[config.mk]
export PLATFORM = sky130hd
export DESIGN_NAME = pma_region_unit_flat
export DESIGN_NICKNAME = d
export VERILOG_FILES = /design/src/rtl/pma_region_unit_if.sv /design/src/rtl/pma_region_unit.sv /design/src/flat_wrapper.sv
export SDC_FILE = /design/constraint.sdc
export NUM_CORES = 1
export LEC_CHECK = 0
export ABC_AREA = 1
export BUFFER_PORTS_ARGS = -buffer_cell sky130_fd_sc_hd__buf_2
export CAP_MARGIN = 20
export CORE_ASPECT_RATIO = 1.4
export CORE_MARGIN = 1
export CORE_UTILIZATION = 55
export CTS_BUF_LIST = sky130_fd_sc_hd__clkbuf_4 sky130_fd_sc_hd__clkbuf_8 sky130_fd_sc_hd__clkbuf_16
export CTS_CLUSTER_SIZE = 10
export DETAILED_ROUTE_END_ITERATION = 12
export PLACE_DENSITY = 0.74
export SYNTH_ARGS = -nofsm -noshare
export SYNTH_HDL_FRONTEND = slang
export SYNTH_SLANG_ARGS = --single-unit
export TNS_END_PERCENT = 5
[constraint.sdc]
create_clock -name clk -period 11.6 [get_ports clk]
set_input_delay 2.32 -clock clk [delete_from_list [all_inputs] [get_ports clk]]
set_output_delay 2.32 -clock clk [all_outputs]
set_load 0.01 [all_outputs]
[src/rtl/pma_region_unit_if.sv]
// Bus bundle for the PMA region unit: configuration port, lookup request
// channel, lookup response channel and the fault counter.
interface pma_region_unit_if #(
  parameter int NUM_REGIONS = 4,
  parameter int FAULT_CNT_W = 16
);
  localparam int IDX_W = (NUM_REGIONS > 1) ? $clog2(NUM_REGIONS) : 1;

  logic                   cfg_we;
  logic [IDX_W-1:0]       cfg_idx;
  logic [1:0]             cfg_field;
  logic [31:0]            cfg_wdata;
  logic                   cfg_err;

  logic                   req_valid;
  logic                   req_ready;
  logic [31:0]            req_addr;
  logic [1:0]             req_type;

  logic                   rsp_valid;
  logic                   rsp_ready;
  logic                   rsp_hit;
  logic                   rsp_cacheable;
  logic                   rsp_fault;
  logic [IDX_W-1:0]       rsp_region;
  logic [FAULT_CNT_W-1:0] fault_count;

  modport master (
    output cfg_we, cfg_idx, cfg_field, cfg_wdata,
    output req_valid, req_addr, req_type, rsp_ready,
    input  cfg_err, req_ready, rsp_valid, rsp_hit, rsp_cacheable,
    input  rsp_fault, rsp_region, fault_count
  );

  modport slave (
    input  cfg_we, cfg_idx, cfg_field, cfg_wdata,
    input  req_valid, req_addr, req_type, rsp_ready,
    output cfg_err, req_ready, rsp_valid, rsp_hit, rsp_cacheable,
    output rsp_fault, rsp_region, fault_count
  );
endinterface

[src/rtl/pma_region_unit.sv]
// PMA region unit: a small table of programmable [L,H] address regions with
// {lock, enable, X, W, C} attributes. Lookups are resolved to the lowest
// matching region and returned one cycle later over a valid/ready channel.
// Locked regions reject all further writes until reset.
module pma_region_unit #(
  parameter int         NUM_REGIONS  = 4,
  parameter logic [2:0] DEFAULT_ATTR = 3'b000,
  parameter int         FAULT_CNT_W  = 16
) (
  input logic              clk,
  input logic              rst,
  pma_region_unit_if.slave bus
);
  localparam int IDX_W = (NUM_REGIONS > 1) ? $clog2(NUM_REGIONS) : 1;
  localparam logic [IDX_W:0] NUM_R = (IDX_W + 1)'(NUM_REGIONS);

  // Attribute bit positions inside attr_q
  localparam int A_LOCK = 4;
  localparam int A_EN   = 3;
  localparam int A_X    = 2;
  localparam int A_W    = 1;
  localparam int A_C    = 0;

  // Region table
  logic [31:0] lo_q   [NUM_REGIONS];
  logic [31:0] hi_q   [NUM_REGIONS];
  logic [4:0]  attr_q [NUM_REGIONS];

  // Configuration decode
  logic cfg_wr_s;
  logic cfg_locked_s;
  logic cfg_err_d;
  logic cfg_err_q;

  // Lookup result (combinational, against the pre-write table)
  logic             hit_d;
  logic [IDX_W-1:0] region_d;
  logic [2:0]       sel_attr_s;
  logic             fault_d;
  logic             cacheable_d;

  // Handshake and response registers
  logic             req_ready_s;
  logic             accept_s;
  logic             rsp_valid_q;
  logic             rsp_hit_q;
  logic             rsp_cacheable_q;
  logic             rsp_fault_q;
  logic [IDX_W-1:0] rsp_region_q;
  logic [FAULT_CNT_W-1:0] fault_cnt_q;

  // Enabled region containing addr, unsigned inclusive bounds; L > H never matches.
  function automatic logic region_match(input logic en, input logic [31:0] lo,
                                        input logic [31:0] hi, input logic [31:0] addr);
    return en && (addr >= lo) && (addr <= hi);
  endfunction

  assign req_ready_s = !rsp_valid_q || bus.rsp_ready;
  assign accept_s    = bus.req_valid && req_ready_s;

  // Decide whether the current config write is legal or must be rejected.
  always_comb begin
    cfg_wr_s     = 1'b0;
    cfg_err_d    = 1'b0;
    cfg_locked_s = 1'b0;
    for (int i = 0; i < NUM_REGIONS; i++) begin
      cfg_locked_s = cfg_locked_s | (attr_q[i][A_LOCK] & (bus.cfg_idx == IDX_W'(i)));
    end
    if (bus.cfg_we) begin
      if (({1'b0, bus.cfg_idx} >= NUM_R) || (bus.cfg_field == 2'd3) || cfg_locked_s) begin
        cfg_err_d = 1'b1;
      end else begin
        cfg_wr_s = 1'b1;
      end
    end else begin
      cfg_wr_s = 1'b0;
    end
  end

  // Region table update; a write with lock=1 lands together with its other attr bits.
  always_ff @(posedge clk or posedge rst) begin
    if (rst) begin
      for (int i = 0; i < NUM_REGIONS; i++) begin
        lo_q[i]   <= 32'h0000_0000;
        hi_q[i]   <= 32'h0000_0000;
        attr_q[i] <= 5'b00000;
      end
    end else if (cfg_wr_s) begin
      for (int i = 0; i < NUM_REGIONS; i++) begin
        if (bus.cfg_idx == IDX_W'(i)) begin
          case (bus.cfg_field)
            2'd0:    lo_q[i]   <= bus.cfg_wdata;
            2'd1:    hi_q[i]   <= bus.cfg_wdata;
            2'd2:    attr_q[i] <= bus.cfg_wdata[4:0];
            default: attr_q[i] <= attr_q[i];
          endcase
        end
      end
    end
  end

  // Rejected-write pulse, one cycle after the offending write.
  always_ff @(posedge clk or posedge rst) begin
    if (rst) begin
      cfg_err_q <= 1'b0;
    end else begin
      cfg_err_q <= cfg_err_d;
    end
  end

  // Priority match (lowest index wins), then fault and cacheability from the selected attrs.
  always_comb begin
    hit_d      = 1'b0;
    region_d   = '0;
    sel_attr_s = DEFAULT_ATTR;
    for (int i = 0; i < NUM_REGIONS; i++) begin
      if (!hit_d && region_match(attr_q[i][A_EN], lo_q[i], hi_q[i], bus.req_addr)) begin
        hit_d      = 1'b1;
        region_d   = IDX_W'(i);
        sel_attr_s = attr_q[i][2:0];
      end else begin
        hit_d      = hit_d;
      end
    end
    case (bus.req_type)
      2'd0:    fault_d = !sel_attr_s[A_X];
      2'd1:    fault_d = 1'b0;
      2'd2:    fault_d = !sel_attr_s[A_W];
      default: fault_d = 1'b1;
    endcase
    cacheable_d = sel_attr_s[A_C] && !fault_d;
  end

  // Response register: load on accept, hold while stalled, drop after consumption.
  always_ff @(posedge clk or posedge rst) begin
    if (rst) begin
      rsp_valid_q     <= 1'b0;
      rsp_hit_q       <= 1'b0;
      rsp_cacheable_q <= 1'b0;
      rsp_fault_q     <= 1'b0;
      rsp_region_q    <= '0;
    end else if (accept_s) begin
      rsp_valid_q     <= 1'b1;
      rsp_hit_q       <= hit_d;
      rsp_cacheable_q <= cacheable_d;
      rsp_fault_q     <= fault_d;
      rsp_region_q    <= region_d;
    end else if (bus.rsp_ready) begin
      rsp_valid_q     <= 1'b0;
    end else begin
      rsp_valid_q     <= rsp_valid_q;
    end
  end

  // Saturating count of accepted lookups that faulted.
  always_ff @(posedge clk or posedge rst) begin
    if (rst) begin
      fault_cnt_q <= '0;
    end else if (accept_s && fault_d && (fault_cnt_q != {FAULT_CNT_W{1'b1}})) begin
      fault_cnt_q <= fault_cnt_q + FAULT_CNT_W'(1);
    end else begin
      fault_cnt_q <= fault_cnt_q;
    end
  end

  assign bus.req_ready     = req_ready_s;
  assign bus.cfg_err       = cfg_err_q;
  assign bus.rsp_valid     = rsp_valid_q;
  assign bus.rsp_hit       = rsp_hit_q;
  assign bus.rsp_cacheable = rsp_cacheable_q;
  assign bus.rsp_fault     = rsp_fault_q;
  assign bus.rsp_region    = rsp_region_q;
  assign bus.fault_count   = fault_cnt_q;

endmodule

[src/flat_wrapper.sv]
// flat-port wrapper written by rule: the top's interface ports become plain ports
module pma_region_unit_flat 
#(
  parameter int         NUM_REGIONS  = 4,
  parameter logic [2:0] DEFAULT_ATTR = 3'b000,
  parameter int         FAULT_CNT_W  = 16
)
  (clk, rst, bus_cfg_we, bus_cfg_idx, bus_cfg_field, bus_cfg_wdata, bus_req_valid, bus_req_addr, bus_req_type, bus_rsp_ready, bus_cfg_err, bus_req_ready, bus_rsp_valid, bus_rsp_hit, bus_rsp_cacheable, bus_rsp_fault, bus_rsp_region, bus_fault_count);
  pma_region_unit_if #(.NUM_REGIONS(NUM_REGIONS), .FAULT_CNT_W(FAULT_CNT_W)) bus_i ();
  input logic clk;
  input logic rst;
  input wire logic [$bits(bus_i.cfg_we)-1:0] bus_cfg_we;
  input wire logic [$bits(bus_i.cfg_idx)-1:0] bus_cfg_idx;
  input wire logic [$bits(bus_i.cfg_field)-1:0] bus_cfg_field;
  input wire logic [$bits(bus_i.cfg_wdata)-1:0] bus_cfg_wdata;
  input wire logic [$bits(bus_i.req_valid)-1:0] bus_req_valid;
  input wire logic [$bits(bus_i.req_addr)-1:0] bus_req_addr;
  input wire logic [$bits(bus_i.req_type)-1:0] bus_req_type;
  input wire logic [$bits(bus_i.rsp_ready)-1:0] bus_rsp_ready;
  output wire logic [$bits(bus_i.cfg_err)-1:0] bus_cfg_err;
  output wire logic [$bits(bus_i.req_ready)-1:0] bus_req_ready;
  output wire logic [$bits(bus_i.rsp_valid)-1:0] bus_rsp_valid;
  output wire logic [$bits(bus_i.rsp_hit)-1:0] bus_rsp_hit;
  output wire logic [$bits(bus_i.rsp_cacheable)-1:0] bus_rsp_cacheable;
  output wire logic [$bits(bus_i.rsp_fault)-1:0] bus_rsp_fault;
  output wire logic [$bits(bus_i.rsp_region)-1:0] bus_rsp_region;
  output wire logic [$bits(bus_i.fault_count)-1:0] bus_fault_count;
  assign bus_i.cfg_we = bus_cfg_we;
  assign bus_i.cfg_idx = bus_cfg_idx;
  assign bus_i.cfg_field = bus_cfg_field;
  assign bus_i.cfg_wdata = bus_cfg_wdata;
  assign bus_i.req_valid = bus_req_valid;
  assign bus_i.req_addr = bus_req_addr;
  assign bus_i.req_type = bus_req_type;
  assign bus_i.rsp_ready = bus_rsp_ready;
  assign bus_cfg_err = bus_i.cfg_err;
  assign bus_req_ready = bus_i.req_ready;
  assign bus_rsp_valid = bus_i.rsp_valid;
  assign bus_rsp_hit = bus_i.rsp_hit;
  assign bus_rsp_cacheable = bus_i.rsp_cacheable;
  assign bus_rsp_fault = bus_i.rsp_fault;
  assign bus_rsp_region = bus_i.rsp_region;
  assign bus_fault_count = bus_i.fault_count;
  pma_region_unit #(.NUM_REGIONS(NUM_REGIONS), .DEFAULT_ATTR(DEFAULT_ATTR), .FAULT_CNT_W(FAULT_CNT_W)) u_core (.clk(clk), .rst(rst), .bus(bus_i));
endmodule
==> impl_metrics.py <==
metrics = {
    "outcome": {
        "status": "finished, final reports clean",
    },
    "routing": {
        "viasPerCell": 5.38,
        "totalWireLength_mm": 45.2,
        "drc": 0,
        "route.vias.total": 14940,
        "first_iter_violations": 807,
        "wl_per_cell_um": 16.3,
        "ant_nets": 0,
        "dr.pass1.iters": 5,
    },
    "sta": {
        "hold_viol_final": 0,
        "min_period_over_period_pct": 43.0,
        "tightest_slew_ps": 836,
        "min_period_ps": 4990,
        "slew_headroom_pct": 44.3,
        "rsz0062_at_grt": "false",
        "slew_viol_final": 0,
        "setup_viol": 0,
        "fmax_mhz": 200,
        "fin_skew_ps": 11.9,
        "setup_slack_ps": 6610,
        "tns_ps": 0,
    },
    "floorplanning": {
        "die_w_um": 155,
        "rows": 78,
        "start_util_pct": 56.0,
        "pin_count": 99,
        "core_area_um2": 32400,
        "die_y_um": 217,
        "dieArea_um2": 33700,
    },
    "logic_synthesis": {
        "mappedNetlistArea_um2": 18100,
        "synth.top_cells.by_area": "dfrtp_1 (41%), ha_1 (18%), nand2_1 (12%)",
        "synth_edf_count": 0,
        "ys_seq_area_share_pct": 41.2,
        "netlist-cell-type-count": 43,
        "async_flop_share_pct": 100,
        "ys.warnings.count": 0,
        "synth_ff_type": "dfrtp_1",
        "syn_area_per_cell_um2": 8.09,
        "synthesis.nets": 2575,
        "syn_inst": 2243,
        "ys_seq_elements": 299,
        "synth_area_leader_cell": "dfrtp_1",
        "synth_top_area_share_pct": 41.2,
    },
    "final_layout": {
        "fin_area_um2": 20100,
        "fillers": 2985,
        "fin_nets": 2665,
        "areaGrowthSynthToFinish_pct": 10.5,
        "layout_common_cells": "nand2_1 (561), inv_1 (365), o21ai_0 (305)",
        "diodes": 0,
        "final_layout_size_suffix_gt1_share_pct": 9.07,
        "final_cells": 2778,
        "mostFrequentLayoutCell": "nand2_1",
    },
    "critical_path": {
        "path_class": "in2out",
        "critPathLaunchType": "input port",
        "critPathMaxFanout": 3,
        "required_ps": 9280,
        "rrSetupSlack_ps": 8630,
        "end_kind": "primary output",
        "crit_arrival_ps": 2670,
    },
    "cts": {
        "tritoncts": "yes",
        "hold_buffers": 0,
        "path_clk_slew_ps": 50,
        "cts_sinks": 299,
        "insertion_delay_ps": 520,
        "cts_setup_buffers": 0,
        "cts-resized-gates": 0,
        "htreeDepth": 2,
        "cts_buffer_depth": 3,
        "cts-root-buf": "clkbuf_16",
        "cts_buffers": 36,
    },
    "global_routing": {
        "use_met3_pct": 3.23,
        "grt_pass1_wl_mm": 74.1,
        "top_usage_layer": "met2",
        "use_met2_pct": 50.7,
        "met1_usage_pct": 32.8,
        "grt_max_degree": 93,
        "antenna_found_initial": 0,
        "grt_use_total_pct": 27.9,
        "globalRouteOverflowTotal": 0,
        "first_global_vias": 15015,
    },
    "place": {
        "placed_cells": 2734,
        "placed_cell_area_um2": 19100,
        "pre_cts_ws_ps": 6470,
        "gp_congestion": 0.893,
        "hpwl_mm": 32.0,
        "port_buffers": 98,
    },
    "pwr": {
        "leakage_nw": 10.0,
        "power_per_cell_area_nw_per_um2": 148,
        "ir_worst_vdd_mv": 0.117,
    },
    "flow_run": {
        "cap_violations": 0,
    },
    "min_path": {
        "min_path_type": "reg2reg",
    },
}
state kept, by name, summed over array words and instances, names as in the netlist:
register,cells
u_core.attr_q,20
u_core.bus.cfg_err,1
u_core.bus.fault_count,16
u_core.bus.rsp_cacheable,1
u_core.bus.rsp_fault,1
u_core.bus.rsp_hit,1
u_core.bus.rsp_region,2
u_core.bus.rsp_valid,1
u_core.hi_q,128
u_core.lo_q,128
layout make-up:
class / instances / area, um^2 / share of cell area, %
clock buffers: 42 / 970 / 4.84
clock inverters: 1 / 7.51 / 0.0374
inverters: 371 / 1400 / 6.98
multi-input cells: 1515 / 9050 / 45.1
flip-flops and latches: 299 / 7480 / 37.3
well taps: 440 / 551 / 2.75
repair buffers: 110 / 593 / 2.96
stage by stage:
stage / utilization, % / power (mW) / hold slack (ps)
finish: 61.9 / 2.97 / 467
global route: 61.9 / 3.17 / 503
CTS: 61.8 / 2.99 / 465
detailed placement: 58.8 / 1.98 / 453
global placement: 58.8 / 1.94 / 444
floorplan: - / 1.77 / 427
routing by layer:
layer | vias to the layer above | routed length [um]
li1 | 7412 | -
met5 | - | 0
met3 | 90 | 1760
met2 | 311 | 23100
met4 | 0 | 1790
met1 | 7127 | 18500
cells by family (layout without fill, tap and decap cells):
group,Yosys count,in the layout,share of synthesized area (%)
and+or+nand+nor,783,783,18.2
DFF,299,299,41.2
xor gates and xnor gates,13,13,0.628
adders and majority gates,257,257,17.7
buffers and inverters,429,524,9.01
AOI/OAI and AO/OA,462,462,13.2
synth_stat cells (2+ instances only):
cell type	instances
nand4_1	39
nand2_2	20
o21bai_1	3
dfrtp_1	299
nor3_1	11
nor3_2	2
nor4_2	2
inv_1	366
nor2_1	84
nor2_4	3
inv_2	5
nand2_1	568
a21oi_1	122
nand3_1	30
nor4_1	5
o21a_1	16
o21ai_1	4
nor2_2	9
clkbuf_1	56
a21o_1	5
xor2_1	10
xnor2_1	3
o21ai_0	305
ha_1	257
where the power goes:
| group | switching [mW] | leakage, nW | total, mW | internal (mW) |
|---|---|---|---|---|
| Combinational | 0.428 | 5.54 | 0.697 | 0.270 |
| Clock | 0.414 | 0.482 | 0.995 | 0.581 |
| Sequential | 0.0841 | 3.98 | 1.28 | 1.19 |
| Total | 0.926 | 10.0 | 2.97 | 2.04 |
critical path, cell delays in order:
cell and delay [ps]:
buf_2 100, inv_1 40, nand2_1 70, buf_2 140
worst paths after layout:
check | from | end | cells past startpoint
setup / recovery | bus_rsp_ready | bus_req_ready | 4
hold / removal | u_core.attr_q[14] | u_core.attr_q[14] | 2
max in group asynchronous | rst | u_core.bus.rsp_valid | 5
setup reg to reg | u_core.lo_q[103] | u_core.bus.fault_count[15] | 20
hold reg to reg | u_core.attr_q[14] | u_core.attr_q[14] | 2
min in group asynchronous | rst | u_core.lo_q[13] | 2
No activity file was read; power rests on OpenSTA's default activity.
